## src/rtl/alu_mul_seq_pkg.sv

```systemverilog
// ALU operation codes and the multiplier controller's state encoding,
// shared by the controller and whatever hosts the core ALU beside it.
package rv32i_alu_pkg;

   localparam logic [3:0] ALU_AND = 4'b0000;
   localparam logic [3:0] ALU_OR  = 4'b0001;
   localparam logic [3:0] ALU_ADD = 4'b0010;
   localparam logic [3:0] ALU_SUB = 4'b0110;

   localparam logic [1:0] IDLE = 2'd0;
   localparam logic [1:0] BUSY = 2'd1;
   localparam logic [1:0] DONE = 2'd2;

endpackage

```

## src/rtl/alu_mul_seq_if.sv

```systemverilog
// Request/result handshake plus the borrowed-ALU operand/result path of the
// sequential multiplier; master = requester and ALU host, slave = controller.
interface alu_mul_seq_if #(
   parameter int XLEN = 32
);
   logic                start;
   logic [XLEN-1:0]     multiplicand;
   logic [XLEN-1:0]     multiplier;
   logic                ready;
   logic                busy;
   logic                done;
   logic [2*XLEN-1:0]   product;
   logic [3:0]          alu_op;
   logic [XLEN-1:0]     alu_data1;
   logic [XLEN-1:0]     alu_data2;
   logic [XLEN-1:0]     alu_result;

   modport master (
      output start, multiplicand, multiplier, alu_result,
      input  ready, busy, done, product, alu_op, alu_data1, alu_data2
   );

   modport slave (
      input  start, multiplicand, multiplier, alu_result,
      output ready, busy, done, product, alu_op, alu_data1, alu_data2
   );
endinterface

```

## src/rtl/alu_mul_seq.sv

```systemverilog
// Shift-add unsigned multiplier using the core ALU for one ADD per cycle; done pulses
// XLEN+1 cycles after an accepted start. start is only taken when ready (IDLE or DONE).
module alu_mul_seq
   import rv32i_alu_pkg::*;
#(
   parameter int XLEN = 32
) (
   input  logic         clk,
   input  logic         rst_n,
   alu_mul_seq_if.slave bus
);
   localparam int CNT_W = $clog2(XLEN) + 1;

   logic [1:0]          r_state;
   logic [XLEN-1:0]     r_acc_hi;
   logic [XLEN-1:0]     r_acc_lo;
   logic [XLEN-1:0]     r_mcand;
   logic [CNT_W-1:0]    r_cnt;
   logic [2*XLEN-1:0]   r_product;

   logic                w_ready;
   logic                w_busy;
   logic                w_accept;
   logic                w_last;
   logic                w_carry;
   logic [XLEN-1:0]     w_addend;
   logic [2*XLEN-1:0]   w_next_acc;

   assign w_ready  = (r_state == IDLE) || (r_state == DONE);
   assign w_busy   = (r_state == BUSY);
   assign w_accept = bus.start && w_ready;
   assign w_last   = (r_cnt == CNT_W'(XLEN - 1));
   assign w_addend = r_acc_lo[0] ? r_mcand : '0;

   // The ALU has no carry-out: a wrapped sum is smaller than the value added to.
   assign w_carry    = r_acc_lo[0] & (bus.alu_result < r_acc_hi);
   assign w_next_acc = {w_carry, bus.alu_result, r_acc_lo[XLEN-1:1]};

   assign bus.ready     = w_ready;
   assign bus.busy      = w_busy;
   assign bus.done      = (r_state == DONE);
   assign bus.product   = r_product;
   assign bus.alu_op    = ALU_ADD;
   assign bus.alu_data1 = w_busy ? r_acc_hi : '0;
   assign bus.alu_data2 = w_busy ? w_addend : '0;

   always_ff @(posedge clk or negedge rst_n) begin
      if (!rst_n) begin
         r_state   <= IDLE;
         r_acc_hi  <= '0;
         r_acc_lo  <= '0;
         r_mcand   <= '0;
         r_cnt     <= '0;
         r_product <= '0;
      end else begin
         case (r_state)
            IDLE, DONE: begin
               if (w_accept) begin
                  r_mcand  <= bus.multiplicand;
                  r_acc_lo <= bus.multiplier;
                  r_acc_hi <= '0;
                  r_cnt    <= '0;
                  r_state  <= BUSY;
               end else begin
                  r_state  <= IDLE;
               end
            end
            BUSY: begin
               {r_acc_hi, r_acc_lo} <= w_next_acc;
               r_cnt                <= r_cnt + CNT_W'(1);
               if (w_last) begin
                  r_product <= w_next_acc;
                  r_state   <= DONE;
               end
            end
            default: r_state <= IDLE;
         endcase
      end
   end

endmodule

```

## src/flat_wrapper.sv

```systemverilog
// flat-port wrapper written by rule: the top's interface ports become plain ports
module alu_mul_seq_flat import rv32i_alu_pkg::*;
#(
   parameter int XLEN = 32
)
  (clk, rst_n, bus_start, bus_multiplicand, bus_multiplier, bus_alu_result, bus_ready, bus_busy, bus_done, bus_product, bus_alu_op, bus_alu_data1, bus_alu_data2);
  alu_mul_seq_if #(.XLEN(XLEN)) bus_i ();
  input  logic clk;
  input  logic rst_n;
  input wire logic [$bits(bus_i.start)-1:0] bus_start;
  input wire logic [$bits(bus_i.multiplicand)-1:0] bus_multiplicand;
  input wire logic [$bits(bus_i.multiplier)-1:0] bus_multiplier;
  input wire logic [$bits(bus_i.alu_result)-1:0] bus_alu_result;
  output wire logic [$bits(bus_i.ready)-1:0] bus_ready;
  output wire logic [$bits(bus_i.busy)-1:0] bus_busy;
  output wire logic [$bits(bus_i.done)-1:0] bus_done;
  output wire logic [$bits(bus_i.product)-1:0] bus_product;
  output wire logic [$bits(bus_i.alu_op)-1:0] bus_alu_op;
  output wire logic [$bits(bus_i.alu_data1)-1:0] bus_alu_data1;
  output wire logic [$bits(bus_i.alu_data2)-1:0] bus_alu_data2;
  assign bus_i.start = bus_start;
  assign bus_i.multiplicand = bus_multiplicand;
  assign bus_i.multiplier = bus_multiplier;
  assign bus_i.alu_result = bus_alu_result;
  assign bus_ready = bus_i.ready;
  assign bus_busy = bus_i.busy;
  assign bus_done = bus_i.done;
  assign bus_product = bus_i.product;
  assign bus_alu_op = bus_i.alu_op;
  assign bus_alu_data1 = bus_i.alu_data1;
  assign bus_alu_data2 = bus_i.alu_data2;
  alu_mul_seq #(.XLEN(XLEN)) u_core (.clk(clk), .rst_n(rst_n), .bus(bus_i));
endmodule
```

## config.mk

```make
export PLATFORM = sky130hd
export DESIGN_NAME = alu_mul_seq_flat
export DESIGN_NICKNAME = d
export VERILOG_FILES = /design/src/rtl/alu_mul_seq_pkg.sv /design/src/rtl/alu_mul_seq_if.sv /design/src/rtl/alu_mul_seq.sv /design/src/flat_wrapper.sv
export SDC_FILE = /design/constraint.sdc
export NUM_CORES = 1
export LEC_CHECK = 0
export ABC_AREA = 1
export CORE_ASPECT_RATIO = 1.1
export CORE_MARGIN = 2
export CORE_UTILIZATION = 66
export CTS_BUF_LIST = sky130_fd_sc_hd__clkbuf_4
export DETAILED_ROUTE_END_ITERATION = 12
export DONT_BUFFER_PORTS = 1
export GPL_ROUTABILITY_DRIVEN = 0
export GPL_TIMING_DRIVEN = 0
export PLACE_DENSITY = 0.87
export SLEW_MARGIN = 10
export SYNTH_ARGS = -nofsm -noshare
export SYNTH_HDL_FRONTEND = slang
export SYNTH_SLANG_ARGS = --single-unit
```

## constraint.sdc

```tcl
create_clock -name clk -period 2.15 [get_ports clk]
set_clock_uncertainty 0.15 [all_clocks]
set_input_delay 0.43 -clock clk [delete_from_list [all_inputs] [get_ports clk]]
set_output_delay 0.43 -clock clk [all_outputs]
set_load 0.02 [all_outputs]
```

* After elaboration in Yosys (flattened, before gate mapping)
Cells that the tools add are included.
Cells by class: eq/ne operators 5, order comparisons 1, multiplexer cells 12, bitwise operators 1, reductions and logical operators 8, $add $sub $neg 1
Operators with widths (number):
- $mux W32 | 5
- $pmux W32 S2 | 2
- $lt A32 B32 Y1 | 1
- $pmux W6 S2 | 1
- $add A6 B1 Y6 const B | 1
- $eq A6 B5 Y1 const B | 1
- $mux W6 | 1
- $reduce_and A2 Y1 | 3
- $pmux W2 S2 | 1
- $eq A2 B1 Y1 const B | 1
- $eq A2 B2 Y1 const B | 1
- $logic_not A2 Y1 | 1
- $mux W2 | 1
- $ne A2 B1 Y1 const B | 1
- $ne A2 B2 Y1 const B | 1
- $reduce_bool A2 Y1 | 1
- $reduce_or A2 Y1 | 1
- $and A1 B1 Y1 | 1
- $logic_and A1 B1 Y1 | 1
- $logic_or A1 B1 Y1 | 1
- $mux W1 | 1
Storage, ports and cells: word-level logic and storage cells 34, output and inout bits 135, bits of input ports 99, bits in registers 168

* Logic depth before layout (Yosys ltp)
Gate-level depths: netlist of the first run.
depth in word-level cells 5, depth in mapped cells 13, mapped depth without buffers 13

* Worst setup path after synthesis of the first run
No wires, ideal clock.
kind register -> output, start point reg u_core.r_state[0], end point out bus_alu_data1[11], stages on the path, launching flop included 7, data required time 1.570 ns, setup slack 0.199 ns, path buffers 2, data arrival time 1.371 ns, cells stage by stage dfrtp_1 inv_2 nor2_4 inv_2 clkbuf_1 buf_2 nor2_1
Between the ends: longest elaborated chain between the ends 2
RTL lines:
- start, declared | RTL line alu_mul_seq.sv:14 | logic [1:0] r_state;
- start signal, assigned | RTL line alu_mul_seq.sv:49 | r_state <= IDLE;
- start signal, assigned | RTL line alu_mul_seq.sv:63 | r_state <= BUSY;
- start signal, assigned | RTL line alu_mul_seq.sv:65 | r_state <= IDLE;
- $eq A2 B1 Y1 | RTL line alu_mul_seq.sv:30 | assign w_busy = (r_state == BUSY);
- via bus_busy | RTL line flat_wrapper.sv:15 | output wire logic [$bits(bus_i.busy)-1:0] bus_busy;
- $mux W32 | RTL line alu_mul_seq.sv:44 | assign bus.alu_data1 = w_busy ? r_acc_hi : '0;
- end, declared | RTL line flat_wrapper.sv:19 | output wire logic [$bits(bus_i.alu_data1)-1:0] bus_alu_data1;
The timed path passes the listed nets, and every way through them passes these cells.

* Worst setup path after layout of the first run
start point reg u_core.r_state[1], end point out bus_alu_data2[9]
Between the ends: longest elaborated chain between the ends 2
RTL lines:
- $eq A2 B1 Y1 | RTL line alu_mul_seq.sv:30
- via bus_busy | RTL line flat_wrapper.sv:15
- $mux W32 | RTL line alu_mul_seq.sv:45 | assign bus.alu_data2 = w_busy ? w_addend : '0;
- end, declared | RTL line flat_wrapper.sv:20 | output wire logic [$bits(bus_i.alu_data2)-1:0] bus_alu_data2;
The timed path passes the listed nets, and every way through them passes these cells.

==> summary.md, run 1 <==
| Metric | Value |
|---|---|
| Status | finished with violations |
| Violated checks | negative hold slack, negative setup slack |
| WS Path Type | flip-flop to output pin |
| Clock Tree Root | clkbuf_4 |
| Logic gate share of total power | 0.262 |
| Register area share after synthesis | 0.549 |
| Routed length per instance | 22.7 microns |
| Combinational family with the most area after synthesis | simple AND/OR/NAND/NOR gates |
| # setup viols final | between 60 and 70 |
| Final antenna-violating net count | 0 |
| Maximum clock rate | about 390 MHz |
| Final Instance Area | 9760 sq um |
| DRT met1 WL | between 8 and 9 mm |
| Area Overhead vs Synth | 27.5% |
| Sequential Power Share | 0.502 |
| Final Cycle Share | 1.19 |
| GR Overflow Total | 0 |
| Die area | between 10,000 and 15,000 sq um |
| Cells after Synth | 806 |
| Final hold vios | 168 |
| Via Count | 6,918 |
| Post-Synth Adder-Cell Area | 0.0523 |
| # diodes | 0 |
| Clock power frac | 0.236 |
| Mux share of post-synthesis cell area | 0.0471 |
| Post-DP HPWL | ~13 mm |
| Worst Tran Pin Value | between 0.5 and 0.6 ns |
| FF-to-FF setup slack | ~0.13 ns |
| RSZ-0062 raised after global routing | yes |
| IO Pins | 234 |
| Chip height | around 120 microns |
| CTS Hold Bufs | 96 |
| Worst Path Arrival | ~2.0 ns |
| DRC viols | 0 |
| Switch share | 0.348 |
| Via/cell ratio | ~6.3 |
| First-pass GRT wire length | about 38 mm |
| Sink Count | 168 |
| Max Buffers Root-to-Sink | 2 |
| Post-synthesis xor/xnor area fraction | 0 |
| Die Width | 107 microns |
| Met3 WL | around 2.4 mm |
| Share of synthesized registers carrying an async set or reset | 1.00 |
| Final WS setup | -0.405 ns |
| Slew Limit Fails | 0 |
| Max-Cap Viols | 0 |
| Core Footprint | 11,400 sq um |
| Post-synth top flop | dfrtp_1 |
| Worst-path clk slew | around 0.14 ns |
| Pwr Total | approximately 7.6 mW |
| Vias in the first global route | about 7,300 |
| Switching power total | 2.66 mW |
| Commonest non-fill, non-tap cell in the layout | dfrtp_1 |
| Min-delay worst type | input port to async pin |
| Starting Density | 0.672 |
| Num CTS Buffers | 17 |
| Synth warn | 0 |
| Post-synthesis compound-gate area fraction | 0.124 |
| Worst hold margin | -0.623 ns |
| Initial antenna violation count | 0 |
| Int Pwr | 4.99 mW |
| Pleak | between 4 and 5 nW |
| Critical Path RT | approximately 1.6 ns |
| Yosys cell types | 30 |
| Met2 Wirelength | about 12 mm |
| Worst slack, placed | -0.340 ns |
| CTS tree | yes |
| GRT Resource Usage Total | 0.405 |
| Cell area after placement | 7850 sq um |
| Worst setup SP type | flip-flop |
| Syn Area/Cell | about 9.5 sq um |
| PD cells | approximately 780 nW/um^2 |
| Top layer in use | met4 |
| Worst Path Max Fanout | 10 |
| TritonRoute pass-1 iters | 6 |
| Port-buffer cells | 0 |
| Initial DRC count | 759 |
| Simple-gate share of the synthesized area | 0.138 |
| Share of layout cells above drive strength 1 | 0.198 |
| Pin count of the biggest net entering global routing | roughly 170 |
| Relative slew margins | 0.658 |
| Mapped cell area | approximately 7700 sq um |
| Clock latency on the worst-skew pair | ~0.58 ns |
| Yosys reg bits | 168 |
| WL final | 24.7 mm |
| Final min period | ~2.6 ns |
| Rows | 41 |
| Number of enable flip-flop cells after synthesis | 0 |
| TNS Setup | -23.11 ns |
| Most frequent cells in the layout | dfrtp_1 (168), nand2_1 (133), inv_1 (105) |
| Peak supply drop | between 0.6 and 0.7 mV |
| Setup crit end kind | output pin |
| Nets | about 1,100 |
| H-tree levels | 4 |
power groups by stage:
stage	clock [mW]	combinational (mW)	sequential [mW]
4_1_cts	1.76	1.87	3.78
3_3_place_gp	0	1.34	3.82
2_1_floorplan	0	1.15	3.79
6_report	1.80	2.01	3.84
5_1_grt	1.91	2.16	3.86
3_5_place_dp	0	1.41	3.85
sequential cells by signal (all words and copies together), names as in the netlist:
| name | flops |
|---|---|
| u_core.r_cnt | 6 |
| u_core.r_mcand | 32 |
| u_core.r_acc_lo | 32 |
| u_core.r_acc_hi | 32 |
| u_core.bus.product | 64 |
| u_core.r_state | 2 |
layout make-up:
class | instances | area, sq um
Sequential cell | 168 | 4200
Multi-Input combinational cell | 480 | 3260
Fill cell | 541 | 1630
Timing Repair Buffer | 103 | 1030
Inverter | 108 | 410
Buffer | 51 | 408
Tap cell | 150 | 188
Clock buffer | 20 | 150
Clock inverter | 10 | 106
metrics by stage:
step / std cells / utilization
2_1_floorplan: 808 / -
3_3_place_gp: 958 / 0.689
3_5_place_dp: 958 / 0.689
4_1_cts: 1090 / 0.855
5_1_grt: 1090 / 0.857
6_report: 1090 / 0.857
cells by family after synthesis:
logic type	after synthesis
AOI/OAI and AO/OA	153
adders and majority gates	32
buffers and inverters	160
DFF	168
muxes	32
other	2
and+or+nand+nor	259
routing by layer:
layer / global-route usage / vias up
met5: 0 / -
met4: 0.268 / 0
met3: 0.114 / 155
met2: 0.684 / 507
met1: 0.455 / 3354
li1: - / 2902
synth_stat cells (3+ instances only):
cell type / n / area (sq um)
a21oi_1: 16 / 80.1
buf_2: 28 / 140
buf_4: 4 / 30.0
buf_6: 4 / 45.0
clkbuf_1: 16 / 60.1
dfrtp_1: 168 / 4200
ha_1: 32 / 400
inv_1: 105 / 394
inv_2: 3 / 11.3
mux2_2: 32 / 360
nand2_1: 134 / 503
nand3_1: 40 / 200
nor2_1: 74 / 278
o21ai_0: 23 / 115
o21ai_1: 44 / 220
o21ai_2: 4 / 35.0
o221ai_1: 31 / 272
o22ai_1: 31 / 194
final timing paths:
path	depth (start not counted)	endpoint	start
max in group asynchronous	0	u_core.r_acc_hi[21]	rst_n
worst max-delay path	5	bus_alu_data2[9]	u_core.r_state[1]
worst min-delay path	0	u_core.bus.product[37]	rst_n
worst max register to register	6	u_core.r_acc_lo[10]	u_core.r_state[1]
worst min register to register	2	u_core.r_acc_hi[31]	u_core.r_acc_hi[31]
min in group clk	3	u_core.r_acc_lo[0]	bus_start
critical path, stage by stage, from the launching register on:
cell       delay (ns)
dfrtp_1          0.43
nor2_4           0.34
inv_4            0.09
clkbuf_16        0.19
buf_12           0.16
nor2_4           0.21
repair_timing:
item | in CTS | in global routing
cloned | 1 | 0
gates resized for setup | 162 | 8
endpoints found under the hold margin | 295 | 168
buffers inserted | 5 | 1
endpoints found under the setup margin | 102 | 95
pin swaps | 6 | 6
(Power assumes the default switching activity.)
==> run 2: changes to the inputs <==
Settings changed: SETUP_SLACK_MARGIN set to 0.1.
==> summary.md, run 2 (synthesized netlist as in run 1, its figures left out) <==
| Metric | Value |
|---|---|
| Sequential Power Share | 0.498 (-0.004) |
| Largest register FFs | 64 (unchanged) |
| Initial antenna violation count | 0 (unchanged) |
| Final WS setup | -0.416 ns (-0.0114 ns) |
| Via Count | 6,926 (+0.12%) |
| Worst Path Arrival | 1.99 ns (+0.02 ns) |
| First-pass GRT wire length | 38.5 mm (+0.18%) |
| Clock Tree Root | clkbuf_4 |
| Post-DP HPWL | 13.3 mm (unchanged) |
| Switch share | 0.350 (+0.00276) |
| Port-buffer cells | 0 (unchanged) |
| Most frequent cells in the layout | dfrtp_1 (168), nand2_1 (133), inv_1 (105) |
| Worst Tran Pin Value | 0.515 ns (+0.00430 ns) |
| Peak supply drop | 0.604 mV (-1.3%) |
| Pin count of the biggest net entering global routing | 169 (unchanged) |
| Nets | 1,063 (+0.28%) |
| # setup viols final | 64 (unchanged) |
| # diodes | 0 (unchanged) |
| Int Pwr | 5.01 mW (+0.39%) |
| GRT Resource Usage Total | 0.407 (+0.00226) |
| Num CTS Buffers | 17 (unchanged) |
| Final Non-Filler Cells | 1,093 (+0.28%) |
| Max-Cap Viols | 0 (unchanged) |
| Core Footprint | 11,400 sq um (unchanged) |
| Slew Limit Fails | 0 (unchanged) |
| Cell area after placement | 7850 sq um (unchanged) |
| CTS tree | yes |
| Via/cell ratio | 6.34 (-0.16%) |
| Maximum clock rate | 390 MHz (-0.44%) |
| Violated checks | negative hold slack, negative setup slack |
| Final min period | 2.57 ns (+0.0114 ns) |
| Relative slew margins | 0.657 (-0.00161) |
| Starting Density | 0.672 (unchanged) |
| Chip height | 117 microns (unchanged) |
| Logic gate share of total power | 0.264 (+0.002) |
| Die area | 12,500 sq um (unchanged) |
| Commonest non-fill, non-tap cell in the layout | dfrtp_1 |
| Final Cycle Share | 1.19 (+0.00530) |
| Initial DRC count | 707 (-6.9%) |
| Worst-path clk slew | 0.14 ns (about the same) |
| Rows | 41 (unchanged) |
| Area Overhead vs Synth | 28.2% |
| IO Pins | 234 (unchanged) |
| DRC viols | 0 (unchanged) |
| Final Instance Area | 9810 sq um (+0.56%) |
| Clock power frac | 0.238 (+0.002) |
| Die Width | 107 microns (unchanged) |
| Switching power total | 2.70 mW (+1.6%) |
| Worst setup SP type | flip-flop |
| RSZ-0062 raised after global routing | yes |
| Critical Path RT | 1.57 ns (about the same) |
| Vias in the first global route | 7,374 (+0.50%) |
| Worst hold margin | -0.629 ns (-0.00584 ns) |
| Max Buffers Root-to-Sink | 2 (unchanged) |
| Pleak | 4.62 nW (+0.41%) |
| GR Overflow Total | 0 (unchanged) |
| Final hold vios | 168 (unchanged) |
| WL final | 25.0 mm (+1.3%) |
| Area occupied by multi-input gates | 3280 sq um (+0.69%) |
| WS Path Type | flip-flop to output pin |
| Sink Count | 168 (unchanged) |
| Final antenna-violating net count | 0 (unchanged) |
| Setup crit end kind | output pin |
| CTS Hold Bufs | 96 (unchanged) |
| Min-delay worst type | input port to async pin |
| Status | finished with violations |
| PD cells | 786 nW/um^2 (+0.25%) |
| Worst Path Max Fanout | 10 (unchanged) |
| Routed length per instance | 22.9 microns (+0.98%) |
| Post-Place Cells | 958 (unchanged) |
| FF/Latch Area | 4200 sq um (unchanged) |
| Clock latency on the worst-skew pair | 0.60 ns (+0.02 ns) |
| Share of layout cells above drive strength 1 | 0.205 (+0.00679) |
| H-tree levels | 4 (unchanged) |
| # fillers | 539 (-0.37%) |
| TritonRoute pass-1 iters | 5 (-1) |
==> run 2: cell types whose count changed in the layout (fill, tap and decap cells not counted), sizes merged <==
| cell | previous run | this run |
|---|---|---|
| buf | 43 | 46 |
==> run 2: cell type report <==
type / count / share of cell area
inverter: 108 / 0.0418
timing repair buffer: 106 / 0.108
clock inverter: 10 / 0.0108
multi-input combinational: 480 / 0.334
tap: 150 / 0.0191
buffer: 51 / 0.0426
clock buffer: 20 / 0.0153
sequential: 168 / 0.428
==> run 2: power groups by stage <==
stage	Sequential (mW)	Combinational, mW	Clock, mW
after detailed placement	3.85	1.41	0
after global routing	3.86	2.19	1.93
after floorplan	3.79	1.15	0
after global placement	3.82	1.34	0
final	3.84	2.04	1.83
after CTS	3.78	1.87	1.76
==> run 2: routing by layer <==
layer | wire length [microns] | vias to the layer above | global-route usage
met5 | 0 | - | 0
met4 | 1840 | 0 | 0.296
met3 | 2400 | 162 | 0.121
met2 | 12300 | 521 | 0.671
met1 | 8540 | 3336 | 0.455
li1 | - | 2907 | -
==> run 2: path summary, 6_finish.rpt <==
path	startpoint	to	slack (ns)	depth (start not counted)
worst max-delay path	u_core.r_state[1]	bus_alu_data2[9]	-0.42	5
worst min-delay path	rst_n	u_core.bus.product[37]	-0.63	0
worst max register to register	u_core.r_cnt[1]	u_core.bus.product[14]	0.15	11
worst min register to register	u_core.r_acc_hi[31]	u_core.r_acc_hi[31]	0.37	2
max in group asynchronous	rst_n	u_core.bus.product[53]	2.14	0
min in group clk	bus_alu_result[30]	u_core.r_acc_hi[31]	0.21	6
==> run 2: critical path, cell delays in order (launching register included) <==
cell	delay, ns
dfrtp_1	0.42
nor2_4	0.34
inv_4	0.09
clkbuf_16	0.19
buf_12	0.16
nor2_4	0.21
==> run 2: repair_timing <==
item / CTS / global route
hold endpoints to repair: 295 / 168
gates cloned: 1 / 0
pin swaps: 6 / 7
setup buffers: 5 / 4
gates resized for setup: 163 / 15
endpoints found under the setup margin: 121 / 130
==> run 2: metrics by stage <==
stage	hold WS, ns	TNS, ns	utilization	setup WS, ns	power, mW
global route	-0.645	-30.72	0.862	-0.522	7.98
floorplan	-0.0156	0	-	0.199	4.94
finish	-0.629	-23.67	0.862	-0.416	7.71
global placement	-0.0114	-15.72	0.689	-0.319	5.16
CTS	-0.621	-24.95	0.855	-0.422	7.42
detailed placement	-0.0115	-18.24	0.689	-0.340	5.26
==> run 3: changes to the inputs <==
Settings changed: CORE_UTILIZATION 66 to 65, PLACE_DENSITY 0.87 to 0.86.
==> summary.md, run 3 (synthesized netlist as in run 1, its figures left out) <==
| Metric | Value |
|---|---|
| Worst Path Max Fanout | 8 (-2) |
| Violated checks | negative hold slack, negative setup slack |
| Peak supply drop | 0.555 mV (-8.1%) |
| Slowest library cell on the worst path | dfrtp_1 |
| Final Cycle Share | 1.22 (+0.0290) |
| Final Instance Area | 10,000 sq um (+2.2%) |
| IO Pins | 234 (unchanged) |
| Critical Path RT | 1.57 ns (about the same) |
| DRC viols | 0 (unchanged) |
| Slew Limit Fails | 0 (unchanged) |
| WS Path Type | flip-flop to output pin |
| Die Width | 107 microns (+0.74%) |
| Routed length per instance | 24.0 microns (+4.9%) |
| Min-delay worst type | input port to async pin |
| Largest register FFs | 64 (unchanged) |
| Delay-heaviest family, CP | simple AND/OR/NAND/NOR gates |
| CP cell instances | nor2_4, inv_4, clkbuf_16, buf_16, nor2_4 |
| Num CTS Buffers | 17 (unchanged) |
| Initial antenna violation count | 2 (+2) |
| Final WS setup | -0.478 ns (-0.0624 ns) |
| Worst hold margin | -0.622 ns (+0.00670 ns) |
| Die area | 12,700 sq um (+1.5%) |
| Sink Count | 168 (unchanged) |
| Area Overhead vs Synth | 31.0% |
| Starting Density | 0.666 (-0.00600) |
| Max incr delay on CP | 0.43 ns (about the same) |
| Final Non-Filler Cells | 1,104 (+1.0%) |
| Worst-path clk slew | 0.18 ns (+0.04 ns) |
| CTS tree | yes |
| Post-Place Cells | 958 (unchanged) |
| Worst path most repeated cell | nor2_4 |
| Final min period | 2.63 ns (+0.0624 ns) |
| Pin count of the biggest net entering global routing | 169 (unchanged) |
| Relative slew margins | 0.641 (-0.0157) |
| TritonRoute pass-1 iters | 6 (+1) |
| Max-Cap Viols | 0 (unchanged) |
| Final antenna-violating net count | 0 (unchanged) |
| Share of layout cells above drive strength 1 | 0.210 (+0.00542) |
| Chip height | 118 microns (+0.74%) |
| Status | finished with violations |
| Max Buffers Root-to-Sink | 2 (unchanged) |
| Pleak | 4.70 nW (+1.8%) |
| Buf+Inv Stages, Crit Path | 3 (unchanged) |
| Most frequent cells in the layout | dfrtp_1 (168), nand2_1 (134), inv_1 (105) |
| Clock latency on the worst-skew pair | 0.59 ns (about the same) |
| Final hold vios | 168 (unchanged) |
| # setup viols final | 72 (+13%) |
| GRT Resource Usage Total | 0.407 (-0.000689) |
| Nets | 1,070 (+0.66%) |
| Core Footprint | 11,500 sq um (+0.90%) |
| Commonest non-fill, non-tap cell in the layout | dfrtp_1 |
| Via/cell ratio | 6.51 (+2.7%) |
| Worst Tran Pin Value | 0.538 ns (+0.0235 ns) |
| Maximum clock rate | 380 MHz (-2.4%) |
| Rows | 41 (unchanged) |
| Vias in the first global route | 7,379 (+0.068%) |
| Via Count | 7,183 (+3.7%) |
| Initial DRC count | 827 (+17%) |
| Setup crit end kind | output pin |
| Post-DP HPWL | 13.6 mm (+1.9%) |
| PD cells | 782 nW/um^2 (-0.42%) |
| WL final | 26.5 mm (+6.0%) |
| Worst Path Arrival | 2.05 ns (+0.06 ns) |
| Clock Tree Root | clkbuf_4 |
| Worst slack, placed | -0.356 ns (-0.0160 ns) |
| Cell area after placement | 7850 sq um (unchanged) |
| Port-buffer cells | 0 (unchanged) |
| RSZ-0062 raised after global routing | yes |
| First-pass GRT wire length | 39.5 mm (+2.5%) |
| GR Overflow Total | 0 (unchanged) |
| Worst setup SP type | flip-flop |
| CTS Hold Bufs | 96 (unchanged) |
| H-tree levels | 4 (unchanged) |
[run 3: final cells by class]
type	count	area (sq um)
Sequential cell	168	4200
Antenna cell	2	5.00
Clock inverter	15	140
Buffer	52	470
Timing Repair Buffer	112	1210
Multi-Input combinational cell	480	3270
Fill cell	506	1470
Clock buffer	17	128
Tap cell	150	188
Inverter	108	410
[run 3: where the power goes]
group	switching, mW	internal [mW]	leakage [nW]
logic	1.31	0.838	2.55
registers	0.308	3.53	2.01
clock network	1.26	0.599	0.144
[run 3: layer usage]
metal | vias up | share of wire | global-route usage
met5 | - | 0 | 0
met4 | 0 | 0.070 | 0.257
met3 | 187 | 0.099 | 0.113
met2 | 601 | 0.50 | 0.672
met1 | 3462 | 0.34 | 0.461
li1 | 2933 | - | -
[run 3: worst reg2reg max path, stage by stage, from the launching register on]
cell and delay [ns]:
dfrtp_1 0.43, inv_4 0.08, buf_4 0.11, buf_8 0.14, nand2_2 0.18, nand2_1 0.47, buf_2 0.36, o221ai_1 0.20
[run 3: path summary, 6_finish.rpt]
path | end | from | slack [ns] | cells past startpoint
worst max-delay path | bus_alu_data2[5] | u_core.r_state[1] | -0.48 | 5
worst min-delay path | u_core.r_acc_lo[4] | rst_n | -0.62 | 0
worst max register to register | u_core.r_acc_lo[4] | u_core.r_state[0] | -0.07 | 7
worst min register to register | u_core.r_acc_hi[31] | u_core.r_acc_hi[31] | 0.38 | 2
max in group asynchronous | u_core.bus.product[58] | rst_n | 2.26 | 0
min in group clk | u_core.r_acc_lo[0] | bus_start | 0.21 | 3
[run 3: per-stage QoR]
step | utilization | power [mW] | setup TNS [ns]
3_3_place_gp | 0.683 | 5.17 | -17.91
2_1_floorplan | - | 4.94 | 0
3_5_place_dp | 0.683 | 5.26 | -20.21
4_1_cts | 0.862 | 7.51 | -26.66
5_1_grt | 0.872 | 8.11 | -34.27
6_report | 0.872 | 7.84 | -27.02
[run 3: repair_timing]
item,in CTS,in global routing
setup endpoints to repair,121,143
resized for setup,177,10
buffers inserted,6,3
pin swaps,9,11
endpoints found under the hold margin,295,168
cloned,5,2
